==> config.mk <==
export PLATFORM = sky130hd
export DESIGN_NAME = multdiv_unit
export DESIGN_NICKNAME = d
export VERILOG_FILES = /design/src/rtl/multdiv_pkg.sv /design/src/rtl/multdiv_step.sv /design/src/rtl/multdiv_unit.sv
export SDC_FILE = /design/constraint.sdc
export NUM_CORES = 1
export LEC_CHECK = 0
export CORE_ASPECT_RATIO = 0.6
export CORE_MARGIN = 2
export CORE_UTILIZATION = 35
export DETAILED_ROUTE_END_ITERATION = 8
export HOLD_SLACK_MARGIN = 0.08
export PLACE_DENSITY = 0.59
export SLEW_MARGIN = 20
export SYNTH_ARGS = -nofsm -noshare
export SYNTH_HDL_FRONTEND = slang
export SYNTH_SLANG_ARGS = --single-unit
==> constraint.sdc <==
create_clock -name clock -period 7.2 [get_ports clock]
set_clock_uncertainty 0.15 [all_clocks]
set_input_delay 1.08 -clock clock [delete_from_list [all_inputs] [get_ports clock]]
set_output_delay 1.08 -clock clock [all_outputs]
set_load 0.01 [all_outputs]
==> src/rtl/multdiv_pkg.sv <==
// Shared types and constants for the iterative signed multiply/divide unit.
// Constants track the default datapath width.
package multdiv_pkg;

    localparam int WIDTH_DEF = 32;
    localparam int ITER_LAST = WIDTH_DEF - 1;
    localparam logic [WIDTH_DEF-1:0] INT_MIN = 32'h8000_0000;

    typedef enum logic [1:0] {
        IDLE = 2'd0,
        MULT = 2'd1,
        DIV  = 2'd2,
        DONE = 2'd3
    } state_t;

endpackage

==> src/rtl/multdiv_step.sv <==
// One iteration of the shared datapath: shift-add for multiply,
// trial-subtract/restore for divide. Purely combinational.
module multdiv_step
    import multdiv_pkg::*;
#(
    parameter int WIDTH = WIDTH_DEF
) (
    input  logic               mode_div,
    input  logic [2*WIDTH-1:0] acc_i,
    input  logic [2*WIDTH-1:0] opa_i,
    input  logic [WIDTH:0]     opb_i,
    output logic [2*WIDTH-1:0] acc_o,
    output logic [2*WIDTH-1:0] opa_o,
    output logic [WIDTH:0]     opb_o
);

    logic [WIDTH:0]   rem_shift;
    logic [WIDTH+1:0] trial;
    logic             q_bit;

    always_comb begin
        // Divide: acc holds the partial remainder, opa the dividend that
        // turns into the quotient as bits are shifted in from the right.
        rem_shift = {acc_i[WIDTH-1:0], opa_i[WIDTH-1]};
        trial     = {1'b0, rem_shift} - {1'b0, opb_i};
        q_bit     = ~trial[WIDTH+1];

        acc_o = acc_i;
        opa_o = opa_i;
        opb_o = opb_i;

        if (mode_div) begin
            acc_o = {{(WIDTH-1){1'b0}}, (q_bit ? trial[WIDTH:0] : rem_shift)};
            opa_o = {{WIDTH{1'b0}}, opa_i[WIDTH-2:0], q_bit};
        end else begin
            // Multiply: multiplicand walks left, multiplier walks right.
            if (opb_i[0]) begin
                acc_o = acc_i + opa_i;
            end
            opa_o = {opa_i[2*WIDTH-2:0], 1'b0};
            opb_o = {1'b0, opb_i[WIDTH:1]};
        end
    end

endmodule

==> src/rtl/multdiv_unit.sv <==
// Iterative signed multiply/divide unit: WIDTH iterations per operation,
// registered outputs and a one-cycle result-ready pulse.
module multdiv_unit
    import multdiv_pkg::*;
#(
    parameter int WIDTH = WIDTH_DEF,
    parameter int CNT_W = 6
) (
    input  logic             clock,
    input  logic             reset,
    input  logic [WIDTH-1:0] data_operandA,
    input  logic [WIDTH-1:0] data_operandB,
    input  logic             ctrl_MULT,
    input  logic             ctrl_DIV,
    output logic [WIDTH-1:0] data_result,
    output logic             data_exception,
    output logic             data_resultRDY
);

    localparam logic [CNT_W-1:0] LAST_CNT = CNT_W'(ITER_LAST);

    function automatic logic [WIDTH:0] magnitude(input logic [WIDTH-1:0] v);
        logic [WIDTH-1:0] neg_v;
        neg_v = {WIDTH{1'b0}} - v;
        return v[WIDTH-1] ? {1'b0, neg_v} : {1'b0, v};
    endfunction

    state_t             state_q, state_d;
    logic [CNT_W-1:0]   cnt_q, cnt_d;
    logic [2*WIDTH-1:0] acc_q, acc_d;
    logic [2*WIDTH-1:0] opa_q, opa_d;
    logic [WIDTH:0]     opb_q, opb_d;
    logic               neg_q, neg_d;
    logic [WIDTH-1:0]   result_q, result_d;
    logic               exc_q, exc_d;
    logic               rdy_q, rdy_d;

    logic [2*WIDTH-1:0] step_acc, step_opa;
    logic [WIDTH:0]     step_opb;
    logic               start;
    logic [2*WIDTH-1:0] prod_s;
    logic [WIDTH-1:0]   q_mag, q_s;
    logic               mult_exc, div_exc;

    multdiv_step #(.WIDTH(WIDTH)) u_step (
        .mode_div (state_q == DIV),
        .acc_i    (acc_q),
        .opa_i    (opa_q),
        .opb_i    (opb_q),
        .acc_o    (step_acc),
        .opa_o    (step_opa),
        .opb_o    (step_opb)
    );

    // Both pulses high at once is not a valid request and is ignored.
    assign start = ctrl_MULT ^ ctrl_DIV;

    // Sign fix-up on the values the final iteration produces.
    always_comb begin
        prod_s   = neg_q ? ({(2*WIDTH){1'b0}} - step_acc) : step_acc;
        mult_exc = !((&prod_s[2*WIDTH-1:WIDTH-1]) || !(|prod_s[2*WIDTH-1:WIDTH-1]));
        q_mag    = step_opa[WIDTH-1:0];
        q_s      = neg_q ? ({WIDTH{1'b0}} - q_mag) : q_mag;
        // Only INT_MIN / -1 yields a positive quotient of 2^(WIDTH-1).
        div_exc  = !neg_q && (q_mag == INT_MIN);
    end

    always_comb begin
        state_d  = state_q;
        cnt_d    = cnt_q;
        acc_d    = acc_q;
        opa_d    = opa_q;
        opb_d    = opb_q;
        neg_d    = neg_q;
        result_d = result_q;
        exc_d    = exc_q;
        rdy_d    = 1'b0;

        if (start) begin
            state_d  = ctrl_MULT ? MULT : DIV;
            cnt_d    = '0;
            acc_d    = '0;
            opa_d    = {{(WIDTH-1){1'b0}}, magnitude(data_operandA)};
            opb_d    = magnitude(data_operandB);
            neg_d    = data_operandA[WIDTH-1] ^ data_operandB[WIDTH-1];
            result_d = '0;
            exc_d    = 1'b0;
        end else begin
            case (state_q)
                MULT, DIV: begin
                    if (state_q == DIV && opb_q == '0) begin
                        state_d  = DONE;
                        result_d = '0;
                        exc_d    = 1'b1;
                        rdy_d    = 1'b1;
                    end else begin
                        acc_d = step_acc;
                        opa_d = step_opa;
                        opb_d = step_opb;
                        cnt_d = cnt_q + CNT_W'(1);
                        if (cnt_q == LAST_CNT) begin
                            state_d  = DONE;
                            rdy_d    = 1'b1;
                            result_d = (state_q == MULT) ? prod_s[WIDTH-1:0] : q_s;
                            exc_d    = (state_q == MULT) ? mult_exc : div_exc;
                        end
                    end
                end
                DONE:    state_d = IDLE;
                default: state_d = IDLE;
            endcase
        end
    end

    always_ff @(posedge clock or posedge reset) begin
        if (reset) begin
            state_q  <= IDLE;
            cnt_q    <= '0;
            acc_q    <= '0;
            opa_q    <= '0;
            opb_q    <= '0;
            neg_q    <= 1'b0;
            result_q <= '0;
            exc_q    <= 1'b0;
            rdy_q    <= 1'b0;
        end else begin
            state_q  <= state_d;
            cnt_q    <= cnt_d;
            acc_q    <= acc_d;
            opa_q    <= opa_d;
            opb_q    <= opb_d;
            neg_q    <= neg_d;
            result_q <= result_d;
            exc_q    <= exc_d;
            rdy_q    <= rdy_d;
        end
    end

    assign data_result    = result_q;
    assign data_exception = exc_q;
    assign data_resultRDY = rdy_q;

endmodule

==> results.sh <==
export IMPL_antenna_found_initial=1
export IMPL_path_clk_slew_ns=0.06
export IMPL_routedWlPerCell_um=23.7
export IMPL_totalWireLength_um=85100
export IMPL_drtAntennaViolNets=0
export IMPL_synthArstFlopShare_pct=100
export IMPL_cp_data_required_time_ns=7.51
export IMPL_grt_pass1_vias=19900
export IMPL_cts_buffer_depth=3
export IMPL_cts_tree="built"
export IMPL_nets=2973
export IMPL_rsz0062_at_grt="false"
export IMPL_ys_ff_latch=203
export IMPL_reg2reg_slack_ns=0.12
export IMPL_multi_input_area_mm2=0.0143
export IMPL_cp_arrival_ns=7.39
export IMPL_synth_edf_count=0
export IMPL_power_leakage_nw=9.41
export IMPL_end_kind="flip-flop"
export IMPL_worst_setup_path_type="flip-flop to flip-flop"
export IMPL_h_tree_depth=1
export IMPL_setup_worst_path_start_class="flip-flop"
export IMPL_fp_dieW_um=315
export IMPL_dp_hpwl_um=67100
export IMPL_synth_area_leaders="dfrtp_1 25%, nand2_1 7.9%, ha_1 6.3%, xnor2_1 5.4%, a21oi_1 5.4%"
export IMPL_yosysTopAreaCellShare_pct=25.0
export IMPL_portBuffers=101
export IMPL_finalMaxSlewViolations=0
export IMPL_crit_fanout=17
export IMPL_slowest_delay_ns=0.99
export IMPL_path_cells="ha_1 -> a21oi_1 -> o21ai_0 -> a2111oi_4 -> o2111ai_4 -> buf_4 -> o21ai_0 -> a31oi_1 -> buf_4 -> nor4b_1 -> nand4_1 -> nand4b_1 -> or3_1 -> o31ai_1 -> xor2_1 -> or4b_1 -> nor4b_2 -> a211oi_1"
export IMPL_finalCritPeriodShare_pct=98.3
export IMPL_layout_drive_gt1_share_pct=6.60
export IMPL_numCtsBuffers=24
export IMPL_start_util_pct=35.3
export IMPL_fmax_mhz=141
export IMPL_syn_avg_cell_area_um2=7.34
export IMPL_synth_top_area_cell="dfrtp_1"
export IMPL_hold_class="flip-flop to flip-flop"
export IMPL_gp_congestion=1.04
export IMPL_layout_common_cells="425 x nand2_1, 281 x nor2_1, 219 x a21oi_1"
export IMPL_fin_util_pct=40.3
export IMPL_rows=68
export IMPL_die_h_um=190
export IMPL_drcViolationCount=0
export IMPL_synth_ff_type="dfrtp_1"
export IMPL_max_slew_margin_pct=20.1
export IMPL_grt_pass1_wl_um=127000
export IMPL_synthDistinctLibCells=91
export IMPL_status="finished, final reports clean"
export IMPL_core_region_area_mm2=0.0574
export IMPL_ys_seq_area_share_pct=25.0
export IMPL_yosysWarnings=0
export IMPL_synthCells=2763
export IMPL_final_setup_viol_count=0
export IMPL_post_route_min_period_ns=7.08
export IMPL_ctsResizeCount=0
export IMPL_syn_to_final_growth_pct=14.0
export IMPL_setup_tns_final_ns=0
export IMPL_track_usage_pct=27.6
export IMPL_crit_slowest_cell="nor4b_1"
export IMPL_clock_latency_ns=0.59
export IMPL_drtPass1Iterations=6
export IMPL_synth_nets=2935
export IMPL_pin_count=102
export IMPL_finalHoldViolCount=0
export IMPL_fillCellCount=5899
export IMPL_cts_root_buffer="clkbuf_16"
export IMPL_grt_max_degree=92
export IMPL_final_common_cell="nand2_1"
export IMPL_overflow=0
export IMPL_cts_sinks=203
export IMPL_viasPerCell=6.23
export IMPL_maxCapViolations=0
export IMPL_drtIter0Drc=3107
export IMPL_register_area_mm2=0.00508
export IMPL_vias=22400
export IMPL_cts_hold_buf=0
export IMPL_worst_slew_pin_slew_ns=1.18
export IMPL_die_area_mm2=0.0600
export IMPL_synth_area_mm2=0.0203
export IMPL_vdd_drop_max_uv=226
export IMPL_post_cts_buffers=0
export IMPL_cellPowerDensity_mw_per_mm2=340
[cell families after synthesis]
group / count (synthesis) / share of synthesized area [%]
AND/OR/NAND/NOR: 1109 / 25.3
AO/OA/AOI/OAI: 878 / 28.7
buffers and inverters: 248 / 4.74
flip-flops: 203 / 25.0
XOR/XNOR: 195 / 8.42
adder cells (fa/ha/maj): 105 / 6.54
multiplexers: 25 / 1.32
[state kept, by name, indices dropped and copies added, names as in the netlist]
register / flops
cnt_q: 6
data_result: 32
acc_q: 64
opa_q: 64
state_q: 2
data_exception: 1
neg_q: 1
opb_q: 32
data_resultRDY: 1
[worst paths after layout]
| kind | start | endpoint | cells past startpoint |
|---|---|---|---|
| min | data_result[17] | data_result[17] | 2 |
| min in group asynchronous | reset | acc_q[45] | 2 |
| max reg2reg | acc_q[23] | data_exception | 18 |
| min reg2reg | data_result[17] | data_result[17] | 2 |
| max | acc_q[23] | data_exception | 18 |
| max in group asynchronous | reset | opa_q[31] | 3 |
[where the power goes]
group	switching, mW	internal, mW	total, mW	leakage (nW)
logic	3.24	1.63	4.87	6.37
registers	0.381	1.31	1.69	2.64
clock network	0.565	0.733	1.30	0.400
[cells in the mapped netlist, types with 34 or more instances]
library cell and count:
xnor2_1 126, a31oi_1 83, nand4_1 66, xor2_1 69, dfrtp_1 203, a21oi_1 219, nand2_1 425, nor2_1 286
a22o_1 34, o31ai_1 45, clkbuf_1 138, ha_1 102, inv_1 70, nand3_1 56, nor3_1 68, o21ai_0 188
a21o_1 45, a211oi_1 45
[stage by stage]
stage,power (mW),worst slack [ns],hold WS (ns),instance area [um^2],std cells
final,7.86,0.124,0.326,23100,3588
after detailed placement,6.30,0.444,0.320,22300,3545
after CTS,7.63,0.428,0.333,23100,3587
after global placement,6.30,0.722,0.318,22300,3544
after floorplan,4.57,0.431,0.341,20300,2763
after global routing,8.27,0.0248,0.361,23100,3587
[per-layer routing]
metal | track usage (%) | part of all wire (%) | vias up
met5 | 0.568 | 0.087 | -
met2 | 32.0 | 34 | 1264
li1 | - | - | 10200
met4 | 3.66 | 1.4 | 6
met3 | 10.8 | 15 | 89
met1 | 45.6 | 50 | 10800
[cell type report]
type	instances	share of cell area [%]
antenna	1	0.0108
tap	770	4.17
timing repair buffer	189	7.32
clock buffer	34	3.11
sequential	203	22.0
multi-input combinational	2312	61.9
inverter	71	1.19
clock inverter	8	0.379
[worst max-delay path: cells and delay by family, from the launching register on]
kind | cells | cell delay [ns]
flip-flops | 1 | 0.51
AND/OR/NAND/NOR | 6 | 3.16
adder cells (fa/ha/maj) | 1 | 0.48
buffers and inverters | 2 | 0.43
AO/OA/AOI/OAI | 8 | 2.08
XOR/XNOR | 1 | 0.15
Power figures use the tool's default switching activity.
